===== config.mk =====
export PLATFORM = sky130hd
export DESIGN_NAME = io_peripheral_hub_flat
export DESIGN_NICKNAME = d
export VERILOG_FILES = /design/src/rtl/io_hub_pkg.sv /design/src/rtl/io_peripheral_hub_if.sv /design/src/rtl/io_debounce.sv /design/src/rtl/io_peripheral_hub.sv /design/src/flat_wrapper.sv
export SDC_FILE = /design/constraint.sdc
export NUM_CORES = 1
export LEC_CHECK = 0
export ABC_AREA = 1
export CAP_MARGIN = 5
export CELL_PAD_IN_SITES_DETAIL_PLACEMENT = 1
export CELL_PAD_IN_SITES_GLOBAL_PLACEMENT = 1
export CORE_UTILIZATION = 30
export CTS_BUF_LIST = sky130_fd_sc_hd__clkbuf_16
export CTS_CLUSTER_DIAMETER = 80
export DETAILED_ROUTE_END_ITERATION = 7
export PLACE_DENSITY = 0.64
export SLEW_MARGIN = 25
export SYNTH_ARGS = -nofsm -noshare
export SYNTH_HDL_FRONTEND = slang
export SYNTH_SLANG_ARGS = --single-unit

===== constraint.sdc =====
create_clock -name clock -period 15.7 [get_ports clock]
set_input_delay 3.14 -clock clock [delete_from_list [all_inputs] [get_ports clock]]
set_output_delay 3.14 -clock clock [all_outputs]
set_load 0.005 [all_outputs]

===== src/rtl/io_hub_pkg.sv =====
// Shared constants for the I/O peripheral hub: 7-segment patterns and
// bit positions of the fields packed into the CPU port words.
package io_hub_pkg;

  localparam int unsigned ACK_LSB   = 0;
  localparam int unsigned DP_LSB    = 8;
  localparam int unsigned BLANK_BIT = 31;
  localparam int unsigned LEVEL_LSB = 4;

  // Active-low segment patterns ordered {g,f,e,d,c,b,a}, indexed by hex digit.
  localparam logic [6:0] HEX7SEG_N [16] = '{
    7'h40, 7'h79, 7'h24, 7'h30, 7'h19, 7'h12, 7'h02, 7'h78,
    7'h00, 7'h10, 7'h08, 7'h03, 7'h46, 7'h21, 7'h06, 7'h0E
  };

  function automatic logic [6:0] hex_to_seg_n(input logic [3:0] v);
    return HEX7SEG_N[v];
  endfunction

endpackage


===== src/rtl/io_peripheral_hub_if.sv =====
// CPU memory-mapped port bundle: three CPU output words into the hub,
// two input words back to the CPU.
interface io_peripheral_hub_if;
  logic [31:0] out_port0;
  logic [31:0] out_port1;
  logic [31:0] out_port2;
  logic [31:0] in_port0;
  logic [31:0] in_port1;

  modport master (output out_port0, out_port1, out_port2, input in_port0, in_port1);
  modport slave  (input out_port0, out_port1, out_port2, output in_port0, in_port1);
endinterface


===== src/rtl/io_debounce.sv =====
// One-bit 2-flop synchroniser followed by a mismatch-count debouncer;
// the stable level only moves after DB_CYCLES consecutive mismatches.
module io_debounce #(
  parameter int unsigned DB_CYCLES = 500000,
  parameter logic        RST_LEVEL = 1'b0
) (
  input  logic clk_i,
  input  logic rst_i,
  input  logic raw_i,
  output logic level_o
);
  localparam int unsigned CW = (DB_CYCLES > 1) ? $clog2(DB_CYCLES) : 1;

  logic          sync1_q, sync2_q;
  logic          level_q, level_d;
  logic [CW-1:0] cnt_q, cnt_d;

  always_comb begin
    level_d = level_q;
    cnt_d   = '0;
    if (sync2_q != level_q) begin
      if (cnt_q == CW'(DB_CYCLES - 1)) level_d = sync2_q;
      else                             cnt_d   = cnt_q + 1'b1;
    end
  end

  always_ff @(posedge clk_i or posedge rst_i) begin
    if (rst_i) begin
      sync1_q <= RST_LEVEL;
      sync2_q <= RST_LEVEL;
      level_q <= RST_LEVEL;
      cnt_q   <= '0;
    end else begin
      sync1_q <= raw_i;
      sync2_q <= sync1_q;
      level_q <= level_d;
      cnt_q   <= cnt_d;
    end
  end

  assign level_o = level_q;
endmodule


===== src/rtl/io_peripheral_hub.sv =====
// Board-side end of the CPU I/O ports: debounced switches/keys with sticky
// press flags, LED drive and a multiplexed 7-segment display scanner.
module io_peripheral_hub
  import io_hub_pkg::*;
#(
  parameter int unsigned NSW         = 10,
  parameter int unsigned NKEY        = 4,
  parameter int unsigned NDIG        = 8,
  parameter int unsigned DB_CYCLES   = 500000,
  parameter int unsigned SCAN_CYCLES = 50000
) (
  input  logic                clock,
  input  logic                reset,
  input  logic [NSW-1:0]      sw,
  input  logic [NKEY-1:0]     key_n,
  io_peripheral_hub_if.slave  bus,
  output logic [NSW-1:0]      led,
  output logic [NDIG-1:0]     an_n,
  output logic [6:0]          seg_n,
  output logic                dp_n
);
  localparam int unsigned SCW = (SCAN_CYCLES > 1) ? $clog2(SCAN_CYCLES) : 1;
  localparam int unsigned IW  = (NDIG > 1) ? $clog2(NDIG) : 1;

  logic [NSW-1:0]  sw_level;
  logic [NKEY-1:0] key_level;

  for (genvar i = 0; i < NSW; i++) begin : g_sw
    io_debounce #(.DB_CYCLES(DB_CYCLES), .RST_LEVEL(1'b0)) u_db (
      .clk_i(clock), .rst_i(reset), .raw_i(sw[i]), .level_o(sw_level[i])
    );
  end

  for (genvar i = 0; i < NKEY; i++) begin : g_key
    io_debounce #(.DB_CYCLES(DB_CYCLES), .RST_LEVEL(1'b1)) u_db (
      .clk_i(clock), .rst_i(reset), .raw_i(key_n[i]), .level_o(key_level[i])
    );
  end

  logic [NKEY-1:0] key_prev_q, ack_prev_q, flag_q, flag_d;
  logic [NKEY-1:0] key_press, ack_rise, ack_now;
  logic [31:0]     in0_q, in0_d, in1_q, in1_d;
  logic [NSW-1:0]  led_q;
  logic [SCW-1:0]  scan_cnt_q, scan_cnt_d;
  logic [IW-1:0]   idx_q, idx_d;
  logic [NDIG-1:0] an_q, an_d;
  logic [6:0]      seg_q, seg_d;
  logic            dp_q, dp_d;
  logic [4*NDIG-1:0] digits;
  logic [NDIG-1:0]   dp_bits;
  logic              unused_ports;

  assign ack_now = bus.out_port2[ACK_LSB +: NKEY];
  assign digits  = bus.out_port0[4*NDIG-1:0];
  assign dp_bits = bus.out_port2[DP_LSB +: NDIG];
  assign unused_ports = ^{bus.out_port1, bus.out_port2};

  // Press is a 1->0 step of the stable level; a press in the same clock as
  // an ack edge must survive, so the set term is applied after the clear.
  always_comb begin
    key_press = key_prev_q & ~key_level;
    ack_rise  = ack_now & ~ack_prev_q;
    flag_d    = (flag_q & ~ack_rise) | key_press;
    in0_d     = '0;
    in0_d[NSW-1:0] = sw_level;
    in1_d     = '0;
    in1_d[LEVEL_LSB +: NKEY] = ~key_level;
    in1_d[NKEY-1:0]          = flag_d;
  end

  always_comb begin
    scan_cnt_d = scan_cnt_q + 1'b1;
    idx_d      = idx_q;
    if (scan_cnt_q == SCW'(SCAN_CYCLES - 1)) begin
      scan_cnt_d = '0;
      idx_d      = (idx_q == IW'(NDIG - 1)) ? '0 : idx_q + 1'b1;
    end
    an_d  = bus.out_port2[BLANK_BIT] ? '1 : ~(NDIG'(1) << idx_q);
    seg_d = hex_to_seg_n(digits[{idx_q, 2'b00} +: 4]);
    dp_d  = ~dp_bits[idx_q];
  end

  always_ff @(posedge clock or posedge reset) begin
    if (reset) begin
      key_prev_q <= '1;
      ack_prev_q <= '0;
      flag_q     <= '0;
      in0_q      <= '0;
      in1_q      <= '0;
      led_q      <= '0;
      scan_cnt_q <= '0;
      idx_q      <= '0;
      an_q       <= '1;
      seg_q      <= 7'h7F;
      dp_q       <= 1'b1;
    end else begin
      key_prev_q <= key_level;
      ack_prev_q <= ack_now;
      flag_q     <= flag_d;
      in0_q      <= in0_d;
      in1_q      <= in1_d;
      led_q      <= bus.out_port1[NSW-1:0];
      scan_cnt_q <= scan_cnt_d;
      idx_q      <= idx_d;
      an_q       <= an_d;
      seg_q      <= seg_d;
      dp_q       <= dp_d;
    end
  end

  assign bus.in_port0 = in0_q;
  assign bus.in_port1 = in1_q;
  assign led          = led_q;
  assign an_n         = an_q;
  assign seg_n        = seg_q;
  assign dp_n         = dp_q;
endmodule


===== src/flat_wrapper.sv =====
// flat-port wrapper written by rule: the top's interface ports become plain ports
module io_peripheral_hub_flat import io_hub_pkg::*;
#(
  parameter int unsigned NSW         = 10,
  parameter int unsigned NKEY        = 4,
  parameter int unsigned NDIG        = 8,
  parameter int unsigned DB_CYCLES   = 500000,
  parameter int unsigned SCAN_CYCLES = 50000
)
  (clock, reset, sw, key_n, led, an_n, seg_n, dp_n, bus_out_port0, bus_out_port1, bus_out_port2, bus_in_port0, bus_in_port1);
  io_peripheral_hub_if bus_i ();
  input  logic clock;
  input  logic reset;
  input  logic [NSW-1:0] sw;
  input  logic [NKEY-1:0] key_n;
  output logic [NSW-1:0] led;
  output logic [NDIG-1:0] an_n;
  output logic [6:0] seg_n;
  output logic dp_n;
  input wire logic [$bits(bus_i.out_port0)-1:0] bus_out_port0;
  input wire logic [$bits(bus_i.out_port1)-1:0] bus_out_port1;
  input wire logic [$bits(bus_i.out_port2)-1:0] bus_out_port2;
  output wire logic [$bits(bus_i.in_port0)-1:0] bus_in_port0;
  output wire logic [$bits(bus_i.in_port1)-1:0] bus_in_port1;
  assign bus_i.out_port0 = bus_out_port0;
  assign bus_i.out_port1 = bus_out_port1;
  assign bus_i.out_port2 = bus_out_port2;
  assign bus_in_port0 = bus_i.in_port0;
  assign bus_in_port1 = bus_i.in_port1;
  io_peripheral_hub #(.NSW(NSW), .NKEY(NKEY), .NDIG(NDIG), .DB_CYCLES(DB_CYCLES), .SCAN_CYCLES(SCAN_CYCLES)) u_core (.clock(clock), .reset(reset), .sw(sw), .key_n(key_n), .bus(bus_i), .led(led), .an_n(an_n), .seg_n(seg_n), .dp_n(dp_n));
endmodule

### After elaboration in Yosys (flattened, before gate mapping)

Memory sizes are Yosys's and may differ from the RTL's. A register that Yosys moved wholly into a read port is not among the register bits.
Index checks and enable logic that the tools add are counted.

| word-level totals | value |
|---|---|
| register bits after elaboration | 376 |
| memory bits (read-only) | 112 |
| output and inout bits | 90 |
| word-level logic and storage cells | 173 |
| memories | 1 |

Memory list:

| name | words | bits a word | rd ports | clocked after memory_dff | wr ports | RTL line | text |
|---|---|---|---|---|---|---|---|
| (no name shown) | 16 | 7 | 1 | 1 | 0 | io_hub_pkg.sv:17 | `return HEX7SEG_N[v];` |

| operators by class | value |
|---|---|
| $add $sub $neg | 16 |
| $lt $le $gt $ge | 1 |
| eq/ne operators | 30 |
| shifts and indexed selects | 2 |
| mux-type cells | 33 |
| bitwise gates (word level) | 10 |
| reduce and logical (&&, ||, !) cells | 14 |

Operators with widths:

| operator | count |
|---|---|
| 2-to-1 mux 19 bit | 28 |
| adder 19 x 1 -> 19 bit, second input constant | 14 |
| == test 19 bit, second input constant | 14 |
| variable part select 32 x 6 -> 4 bit | 1 |
| AND reduction 2 bit | 14 |
| adder 16 x 1 -> 16 bit, second input constant | 1 |
| == test 16 bit, second input constant | 1 |
| 2-to-1 mux 16 bit | 1 |
| inequality test 1 bit | 14 |
| bitwise AND 4 bit | 3 |
| inverter 4 bit | 3 |
| 2-to-1 mux 8 bit | 1 |
| inverter 8 bit | 1 |
| << shifter 1 x 3 -> 8 bit, first input constant | 1 |
| inverter 4 -> 5 bit | 1 |
| < comparator 3 x 4 -> 1 bit, second input constant | 1 |
| OR 4 bit | 1 |
| adder 3 x 1 -> 3 bit, second input constant | 1 |
| binary-select mux 1 bit (select 3 bit) | 1 |
| == test 3 bit, second input constant | 1 |
| 2-to-1 mux 3 bit | 1 |
| 2-to-1 mux 1 bit | 1 |
| inverter 1 bit | 1 |

### Longest topological paths before layout

| logic depth | value |
|---|---|
| depth in word-level cells | 5 |
| gate-level depth with buffers | 13 |

### Hierarchy

Synthesis repeated with hierarchy kept, for this count alone.

| second synthesis, totals | value |
|---|---|
| cell total of the unflattened synthesis | 2525 |
| area, all modules | 20922.6 um^2 |

By module, submodules not included:

| module | instances | cells an instance | area each (um^2) |
|---|---|---|---|
| io_debounce at u_core.g_sw[0].u_db ... | 10 | 151 | 1236.2 |
| io_debounce at u_core.g_key[0].u_db ... | 4 | 151 | 1239.9 |
| io_peripheral_hub | 1 | 411 | 3601.0 |

### Worst setup path after synthesis

Ideal clock, no wire load.

| timing | value |
|---|---|
| kind | input-to-reg |
| start | input port bus_out_port0[29] |
| end | register u_core.seg_q[5] (netlist: u_core.seg_n[5]) |
| library setup time | 0.076 ns |
| arrival | 4.025 ns |
| setup slack | 11.600 ns |
| stages on the path | 11 |
| cells stage by stage | inv_1 > nand2_1 > nand3_1 > nand3_1 > nand2_1 > inv_1 > ha_1 > nand3_1 > nand2_1 > nand2_1 > nand2_1 |

| on the way | value |
|---|---|
| cells in the longest elaborated chain, start to end | 2 |

RTL lines:

| item | RTL line | text |
|---|---|---|
| from (decl) | flat_wrapper.sv:20 | `input wire logic [$bits(bus_i.out_port0)-1:0] bus_out_port0;` |
| variable part select 32 x 6 -> 4 bit | io_peripheral_hub.sv:79 | `seg_d = hex_to_seg_n(digits[{idx_q, 2'b00} +: 4]);` |
| inverter 4 -> 5 bit (not written as such) | io_hub_pkg.sv:17 |  |
| to (decl) | io_peripheral_hub.sv:47 | `logic [6:0] seg_q, seg_d;` |

No other way between the ends.
A chain may end at the register's enable or synchronous reset.

==> results.txt <==
----------------------------------------------------
[Run status]
  Result of the run ... finished, final reports clean

[CTS]
  CTS hold repair buffers ... 0
  Number of buffers on the longest clock path ... 3
  Post-CTS Setup Inserts ... 0
  # clock sinks ... around 380
  CTS Root Cell ... clkbuf_16
  Level count of the clock H-tree ... 2
  PostCTS Resize Cnt ... 0
  CTS tree ... yes
  CTS clk-pin slew, worst paths ... 0.06 ns
  Clock latency reported for the late side of the worst-skew pair ... roughly 0.57 ns
  Clock buffer count from CTS ... 46

[Floorplan]
  Area inside the core boundary ... between 0.06 and 0.07 mm2
  Count of standard-cell rows ... 92
  Chip height ... 256 um
  Area of the die ... roughly 0.066 mm2
  Initial cell density of the core ... a little under a third
  Die Wd ... 256 um
  Number of ports placed on the die boundary ... about 200

[Timing]
  Number of setup violations in the final report ... 0
  Maximum clock skew at final layout ... 0.0122 ns
  Period Utilization, post-route ... approximately 37%
  Final hold violation count ... 0
  Setup WS post-layout ... 9.86 ns
  Clock period minus worst slack ... 5.84 ns
  Worst rel slew slack ... 40.3%
  F_max ... 171 MHz
  Final Hold Slack ... between 0.3 and 0.4 ns
  Total Negative Setup Slacks ... 0 ns
  Transition time at the pin with the least slew margin ... 0.895 ns
  Max-slew violation count ... 0
  Setup repair after global routing missed its margin ... no

[Run]
  Total of max-cap violations ... 0

[Place]
  Instance count after placement with tap cells included ... 3346
  Worst Setup Slack post-DPL ... just under 9 ns
  HPWL after detailed placement ... ~34 mm
  Number of buffer cells added on primary ports ... around 110
  GPL Wtd Cong ... around 0.81

[Synthesis]
  Number of instances in the synthesized netlist ... around 2400
  Mean area per synthesized cell ... slightly above 8 um2
  Cell taking the most area after synthesis ... dfrtp_1
  #FFs+latches synth ... roughly 380
  Cell area after synthesis ... ~0.019 mm2
  Yosys top cell area share ... around 45%
  Number of library cell types mapped by synthesis ... 42
  Count of flip-flops with a built-in enable after synthesis ... 0
  Primary flip-flop cell chosen by synthesis mapping ... dfrtp_1
  Dominant cells by area after synthesis ... dfrtp_1 (45%), nor2_1 (9.3%), nand2_1 (8.8%)
  Number of warnings printed during yosys synthesis ... 0
  Fraction of registers with async set/reset ... 100%
  Sequential fraction of the synthesis area ... approximately half

[Cells and area]
  Share of post-route cells with drive strength above 1 ... roughly 8.4%
  Total area of sequential cells ... ~0.0095 mm2
  Leading cell type in the layout, fill and taps excluded ... nor2_1
  Area occupied by multi-input gates ... 0.00852 mm2
  Area grow syn2layout ... 18.3%
  Final nets ... 2686
  Most frequent cells in the layout ... nor2_1 (479), nand2_1 (454), dfrtp_1 (347)
  Number of inserted filler cells in the final layout ... 7584
  Post-layout instance count excluding filler cells ... about 3400
  Antenna diode instance count ... 0

[Detailed routing]
  Number of nets with antenna violations after detailed routing ... 0
  Routed wirelength normalized by instance count ... approximately 13 um
  DRC violation total after the first TritonRoute iteration ... 609
  Vias/cell ... ~4.6
  DR DRC count ... 0
  Total via count after detailed routing ... 15800
  First-pass iteration count of the detailed router ... 4
  Total Wirelength ... roughly 46 mm

[Power]
  LEAKAGE ... between 10 and 15 nW
  Power per unit of standard cell area ... approximately 95 mW/mm2
  Worst voltage drop across the vdd grid ... slightly above 0.00006 V

[Critical path]
  Required time at the worst-slack endpoint ... around 16 ns
  Data arrival time of the critical path ... approximately 6.4 ns
  Critical Setup Path Class ... primary input to asynchronous set/reset pin
  Biggest fanout along the worst timing path ... between 90 and 100
  Startpoint types ... primary input
  Crit. End Element ... asynchronous set/reset pin
  Setup slack of the most critical reg-to-reg path ... about 13 ns

[GRT]
  Vias in the first global route ... 17000
  Global-route wire length before repair ... 80.6 mm
  Congestion Overflow GR ... 0
  Initial antenna violation count ... 0
  Maximum number of pins on one net before global-route repair ... 98
  Global router's overall resource usage ... 14.3%

[Hold path]
  Hold WC Path Type ... flip-flop to flip-flop

----------------------------------------------------
==> where the power goes <==
group / total [mW] / switching [mW] / internal [mW] / leakage [nW]
Sequential: 1.01 / 0.00987 / 0.995 / 5.03
Combinational: 0.0947 / 0.0583 / 0.0364 / 4.44
Clock: 1.08 / 0.422 / 0.658 / 0.783
Total: 2.18 / 0.490 / 1.69 / 10.3
==> cells by family (layout without fill, tap and decap cells) <==
| logic type | count (synthesis) | after routing | synth area share [%] |
|---|---|---|---|
| XOR/XNOR | 118 | 118 | 5.32 |
| AO/OA/AOI/OAI | 143 | 143 | 4.09 |
| buffers and inverters | 360 | 504 | 7.97 |
| flip-flops | 379 | 379 | 49.1 |
| AND/OR/NAND/NOR | 1368 | 1368 | 31.9 |
| other | 1 | 46 | 0.0193 |
| adder cells (fa/ha/maj) | 26 | 26 | 1.68 |
==> layer usage <==
layer / part of all wire (%) / vias to the layer above / wire length, um / GRT usage, %
li1: - / 7815 / - / -
met1: 46 / 7733 / 21100 / 18.2
met2: 49 / 170 / 22400 / 24.8
met3: 3.5 / 60 / 1630 / 2.73
met4: 1.8 / 0 / 840 / 3.64
met5: 0 / - / 0 / 0
==> state kept, by name, summed over array words and instances (netlist names), 5 cells and up <==
signal / cells
u_core.g_sw.u_db.sync2_q: 10
u_core.g_sw.u_db.level_o: 10
u_core.g_key.u_db.cnt_q: 76
u_core.g_sw.u_db.cnt_q: 190
u_core.bus.in_port0: 10
u_core.g_sw.u_db.sync1_q: 10
u_core.seg_n: 7
u_core.bus.in_port1: 5
u_core.an_n: 8
u_core.led: 10
u_core.scan_cnt_q: 16
==> path summary, 6_finish.rpt <==
kind / start / endpoint / depth (start not counted)
setup reg to reg: u_core.idx_q[0] / u_core.seg_n[5] / 12
min in group asynchronous: reset / u_core.led[3] / 2
hold / removal: u_core.g_sw[9].u_db.sync1_q / u_core.g_sw[9].u_db.sync2_q / 0
setup / recovery: reset / u_core.g_sw[6].u_db.cnt_q[1] / 5
hold reg to reg: u_core.g_sw[9].u_db.sync1_q / u_core.g_sw[9].u_db.sync2_q / 0
max in group clock: u_core.an_n[7] / an_n[7] / 1
==> final cells by class <==
type / instances / area share (%)
sequential: 379 / 41.5
clock inverter: 35 / 1.36
multi-input combinational: 1701 / 37.1
tap: 846 / 4.61
clock buffer: 49 / 5.34
timing repair buffer: 119 / 5.15
inverter: 301 / 4.95
==> synthesized netlist by cell type, types with 4 or more instances <==
cell and n:
a21oi_1 62, nor3_2 9, nand4_1 71, a31oi_1 18, clkbuf_1 5, nand3b_1 4
ha_1 26, nor2_2 34, o21a_1 4, o21ai_2 5, inv_2 12, xor2_1 101
nand2_2 16, nor2_1 479, nand4_2 4, nand2_1 454, nand3_2 5, dfstp_2 32
nor3_1 78, o21ai_0 39, a211oi_1 6, inv_1 285, nand3_1 163, dfrtp_1 347
o21ai_1 5, xnor2_1 17, clkinv_1 4, buf_2 4, buf_4 49, nor3b_1 21
nor2_4 16
==> metrics by stage <==
| stage | power, mW | area (um2) | util [%] |
|---|---|---|---|
| after detailed placement | 1.12 | 21400 | 33.7 |
| after global placement | 1.12 | 21400 | 33.7 |
| after global routing | 2.28 | 23000 | 36.1 |
| after floorplan | 1.08 | 19600 | - |
| final | 2.18 | 23000 | 36.1 |
| after CTS | 2.23 | 23000 | 36.1 |
==> critical path, stage by stage <==
cell and delay (ns):
clkdlybuf4s50_1 0.49, inv_8 0.50, buf_4 0.73, buf_6 0.59, buf_4 0.83
Power figures use the tool's default switching activity.
==> variant 1: new RTL, same settings <==
The output `seg_n` loses its register stage (`seg_q` becomes a continuous assignment).
--- a/src/rtl/io_peripheral_hub.sv
+++ b/src/rtl/io_peripheral_hub.sv
@@ -93,3 +93,2 @@
       an_q       <= '1;
-      seg_q      <= 7'h7F;
       dp_q       <= 1'b1;
@@ -105,3 +104,2 @@
       an_q       <= an_d;
-      seg_q      <= seg_d;
       dp_q       <= dp_d;
@@ -109,2 +107,4 @@
   end
+
+  assign seg_q = seg_d;
 
Behaviour: not the same (Yosys sat finds a counterexample within 4 cycles, from zero or initial values and one cycle with reset high).
==> variant 1 against the unedited design <==
Area after synthesis down 1.1%. Power decreased by 1.6%. Sequential cell count decreased by 7. Wire length grew 0.21%. Design area down 0.90%. Setup slack got worse by 2500 ps. Non-clock buffer count is the same. Synthesized cell count decreased by 1.0%. Critical path type is now input port to output pin. Highest routed layer is now met5.
==> variant 1: results (changes against the unedited design) <==
* R2r startpoint: u_core.g_sw[8].u_db.cnt_q[0]$_DFF_PP0_
* Number of global-route vias before repair at 16900 (-0.57%)
* Initial antenna violation count at 1 (+1)
* Commonest cells post-synth: nor2_1, nand2_1, dfrtp_1
* Hold EP: u_core.g_sw[3].u_db.sync2_q$_DFF_PP0_
* Top flop regs: u_core.g_sw.u_db.cnt_q x190, u_core.g_key.u_db.cnt_q x76, u_core.scan_cnt_q x16
* CP Max Fanout at 6 (-94%)
* Critical Path End: seg_n[2]
* Critical path origin: bus_out_port0[9]
* Status: finished clean
* # fillers at 7549 (-0.46%)
* Worst setup margin at 7330 ps (-2530 ps)
* Slew HR at 0.361 (-0.0428)
* Setup Skew at 16.9 ps (+4.72 ps)
* Synth top area cells: dfrtp_1, nor2_1, nand2_1
* Share of cells above drive strength 1 at 0.0859 (+0.00228)
* RePlAce Congestion at 0.851 (+4.9%)
* Largest net degree at the start of global routing at 164 (+67%)
* Number of detailed-route iterations in the first pass at 5 (+1)
* P_leak at 0.0102 µW (-0.97%)
* Net count, final at 2664 (-0.82%)
* R2R Path End: u_core.g_sw[8].u_db.cnt_q[0]$_DFF_PP0_
* Share of synthesized area occupied by flip-flops and latches at 0.486 (-0.00414)
* Worst reg2reg path depth at 8 (-4)
* Routed WL at 46.1 mm (+0.21%)
* Placed inst area at 21200 µm² (-0.97%)
* Crit path DAT at 5230 ps (-1180 ps)
* Iter 0 DRT Violations at 757 (+24%)
* FF-to-FF setup slack at 13920 ps (+790 ps)
* HP Start: u_core.g_sw[3].u_db.sync1_q$_DFF_PP0_
* Total CTS buffers at 47 (+2.2%)
* Cell variety after synth at 44 (+4.8%)
* Post-Place Setup Slack at 7310 ps (-1400 ps)
* First-pass GRT wire length at 80.6 mm (about the same)
## variant 1: changes by cell type after synthesis, sizes merged, moves of 5 or more
cell,unedited run,this run
a31oi,18,13
dfstp,32,25
inv,297,308
nand2,473,445
o21ai,49,43
## variant 1: area by class of cell
class,count,area share
flip-flops and latches,372,0.411
multi-input cells,1673,0.371
clock buffers,49,0.0539
repair buffers,119,0.0532
inverters,313,0.0520
well taps,846,0.0465
clock inverters,36,0.0127
## variant 1: where the power goes
part,leakage [µW],switching [µW],internal [µW]
combinational,0.00440,58.2,36.8
sequential,0.00496,9.96,975
clock,0.000798,421,643
## variant 1: routing by layer
metal,part of all wire,GRT usage
met4,0.020,0.0397
met2,0.48,0.255
met1,0.46,0.185
met5,0.00028,0
met3,0.041,0.0313
## variant 1: cells by family (layout without fill, tap and decap cells)
kind of cell / Yosys count / after routing / synth area share
AND/OR/NAND/NOR: 1337 / 1337 / 0.317
flip-flops: 372 / 372 / 0.486
buffers and inverters: 370 / 517 / 0.0826
AO/OA/AOI/OAI: 141 / 141 / 0.0409
XOR/XNOR: 123 / 123 / 0.0561
adder cells (fa/ha/maj): 26 / 26 / 0.0169
other: 1 / 46 / 0.000195
## variant 1: worst max-delay path: stages
cell and delay (ps):
clkdlybuf4s50_1 460, inv_1 40, nand2_1 60, nand3_1 70
nand3_1 110, nand2_1 190, ha_1 310, inv_1 90
nand3_1 90, o21ai_1 140, clkdlybuf4s50_1 530
## variant 1: per-stage QoR
step                      hold slack (ps)  instances  power, µW  utilization
after floorplan                       331       2415       1060            -
after global placement                333       3322       1100        0.336
after detailed placement              337       3322       1100        0.336
after CTS                             347       3407       2200        0.360
after global routing                  359       3408       2240        0.360
final                                 342       3408       2140        0.360
==> variant 2: new RTL, config.mk and constraints unchanged <==
Made on the original files. The parameter `RST_LEVEL` goes from 1'b1 to 1'b0.
--- a/src/rtl/io_peripheral_hub.sv
+++ b/src/rtl/io_peripheral_hub.sv
@@ -34,3 +34,3 @@
   for (genvar i = 0; i < NKEY; i++) begin : g_key
-    io_debounce #(.DB_CYCLES(DB_CYCLES), .RST_LEVEL(1'b1)) u_db (
+    io_debounce #(.DB_CYCLES(DB_CYCLES), .RST_LEVEL(1'b0)) u_db (
       .clk_i(clock), .rst_i(reset), .raw_i(key_n[i]), .level_o(key_level[i])
Function: changed (Yosys sat finds a counterexample within 4 cycles, from zero or initial values and one cycle with reset high).
==> variant 2 against the unedited design <==
Clock skew up 13 ps. Highest routed layer unchanged. Area after synthesis about the same. Power down 3.4%. Setup slack better by 540 ps. Sequential cell count unchanged. Combinational power about the same. Register-to-register slack better by 20 ps. Wire length down 0.27%. Critical path type unchanged. Critical endpoint is now u_core.g_sw[2].u_db.sync2_q$_DFF_PP0_. Design area down 0.59%.
==> variant 2: results (changes against the unedited design) <==
* Status: finished clean
* Internal power at 1620 µW (-4.2%)
* CP Max Fanout at 123 (+27%)
* Iter 0 DRT Violations at 524 (-14%)
* Worst reg2reg path depth at 12 (unchanged)
* Top flop regs: u_core.g_sw.u_db.cnt_q x190, u_core.g_key.u_db.cnt_q x76, u_core.scan_cnt_q x16
* Hold EP: u_core.g_sw[9].u_db.sync2_q$_DFF_PP0_
* RePlAce Congestion at 0.808 (-0.35%)
* Cell variety after synth at 42 (unchanged)
* Share of cells above drive strength 1 at 0.0759 (-0.00768)
* # fillers at 7554 (-0.40%)
* Sequential share of power at 0.477 (+0.016)
* Initial antenna violation count at 0 (unchanged)
* Maximum vdd drop at 0.0000717 V (+17%)
* Clock power frac at 0.478 (-0.017)
* Largest net degree at the start of global routing at 124 (+27%)
* Worst slew pin tran at 900 ps (+5.45 ps)
* First-pass GRT wire length at 80.3 mm (-0.33%)
* Net count, final at 2685 (-0.037%)
* Slowest stage cell, crit path: buf_4
* DR WL/cell at 13.4 µm (-0.22%)
* Share of synthesized area occupied by flip-flops and latches at 0.490 (about the same)
* HPWL Detailed at 33.2 mm (-1.5%)
* Synth top area cells: dfrtp_1, nor2_1, nand2_1
* Hold Path Cell Cnt at 0 (unchanged)
* Cells after DPL at 3345 (-0.030%)
* Number of detailed-route iterations in the first pass at 4 (unchanged)
* FF-to-FF setup slack at 13150 ps (+20 ps)
* R2R Path End: u_core.seg_n[5]$_DFF_PP1_
* Commonest cells post-synth: nor2_1, nand2_1, dfrtp_1
* Setup bufs post-CTS at 0 (unchanged)
* Crit path max-delay family: buffers and inverters
* Setup Skew at 25.5 ps (+13.3 ps)
* Vias per cell at 4.56 (-0.96%)
* Switching share of power at 0.231 (+0.00660)
* P_leak at 0.0102 µW (about the same)
* DR vias at 15600 (-1.0%)
* Clk slew on worst S/H paths at 60 ps (about the same)
* Number of global-route vias before repair at 16800 (-0.74%)
* Critical path's largest stage delay at 840 ps
* Total track usage at 0.143 (about the same)
## variant 2: cell types whose count changed in the layout (fill, tap and decap cells not counted)
cell,before,now
dfstp_2,32,20
clkinv_8,0,2
clkinv_1,14,13
clkinvlp_4,2,0
dfrtp_1,347,359
bufinv_16,6,3
inv_1,292,299
clkinv_4,1,0
clkinv_2,8,7
buf_4,4,3
clkbuf_16,49,47
## variant 2: final cells by class
type,count,area share
flip-flops and latches,379,0.417
multi-input cells,1701,0.373
clock buffers,47,0.0515
repair buffers,118,0.0515
inverters,301,0.0498
well taps,846,0.0464
clock inverters,36,0.0109
## variant 2: layer usage
metal,track usage,part of all wire,vias to the layer above
li1,-,-,7827
met1,0.179,0.46,7589
met2,0.252,0.49,150
met3,0.0265,0.033,51
met4,0.0354,0.017,0
met5,0,0,-
## variant 2: worst max-delay path by stage
stage,end,depth (start not counted)
after floorplan,u_core.ack_prev_q[0]$_DFF_PP0_,1
after global placement,u_core.g_key[2].u_db.sync1_q$_DFF_PP0_,4
after detailed placement,u_core.ack_prev_q[2]$_DFF_PP0_,4
after CTS,u_core.g_key[3].u_db.cnt_q[10]$_DFF_PP0_,4
after global routing,u_core.bus.in_port0[2]$_DFF_PP0_,4
final,u_core.g_sw[2].u_db.sync2_q$_DFF_PP0_,4
## variant 2: per-stage QoR
step | setup slack (ps) | cell area, µm² | hold slack [ps]
floorplan | 2060 | 19600 | 331
global route | 9900 | 22800 | 353
finish | 10400 | 22800 | 342
global placement | 9500 | 21400 | 333
detailed placement | 9410 | 21400 | 336
CTS | 10040 | 22800 | 343
## variant 2: logic make-up after synthesis
family	synth area share
buffers and inverters	0.0798
adders and majority gates	0.0168
AOI/OAI and AO/OA	0.0410
and+or+nand+nor	0.319
xor gates and xnor gates	0.0533
other	0.000193
DFF	0.490
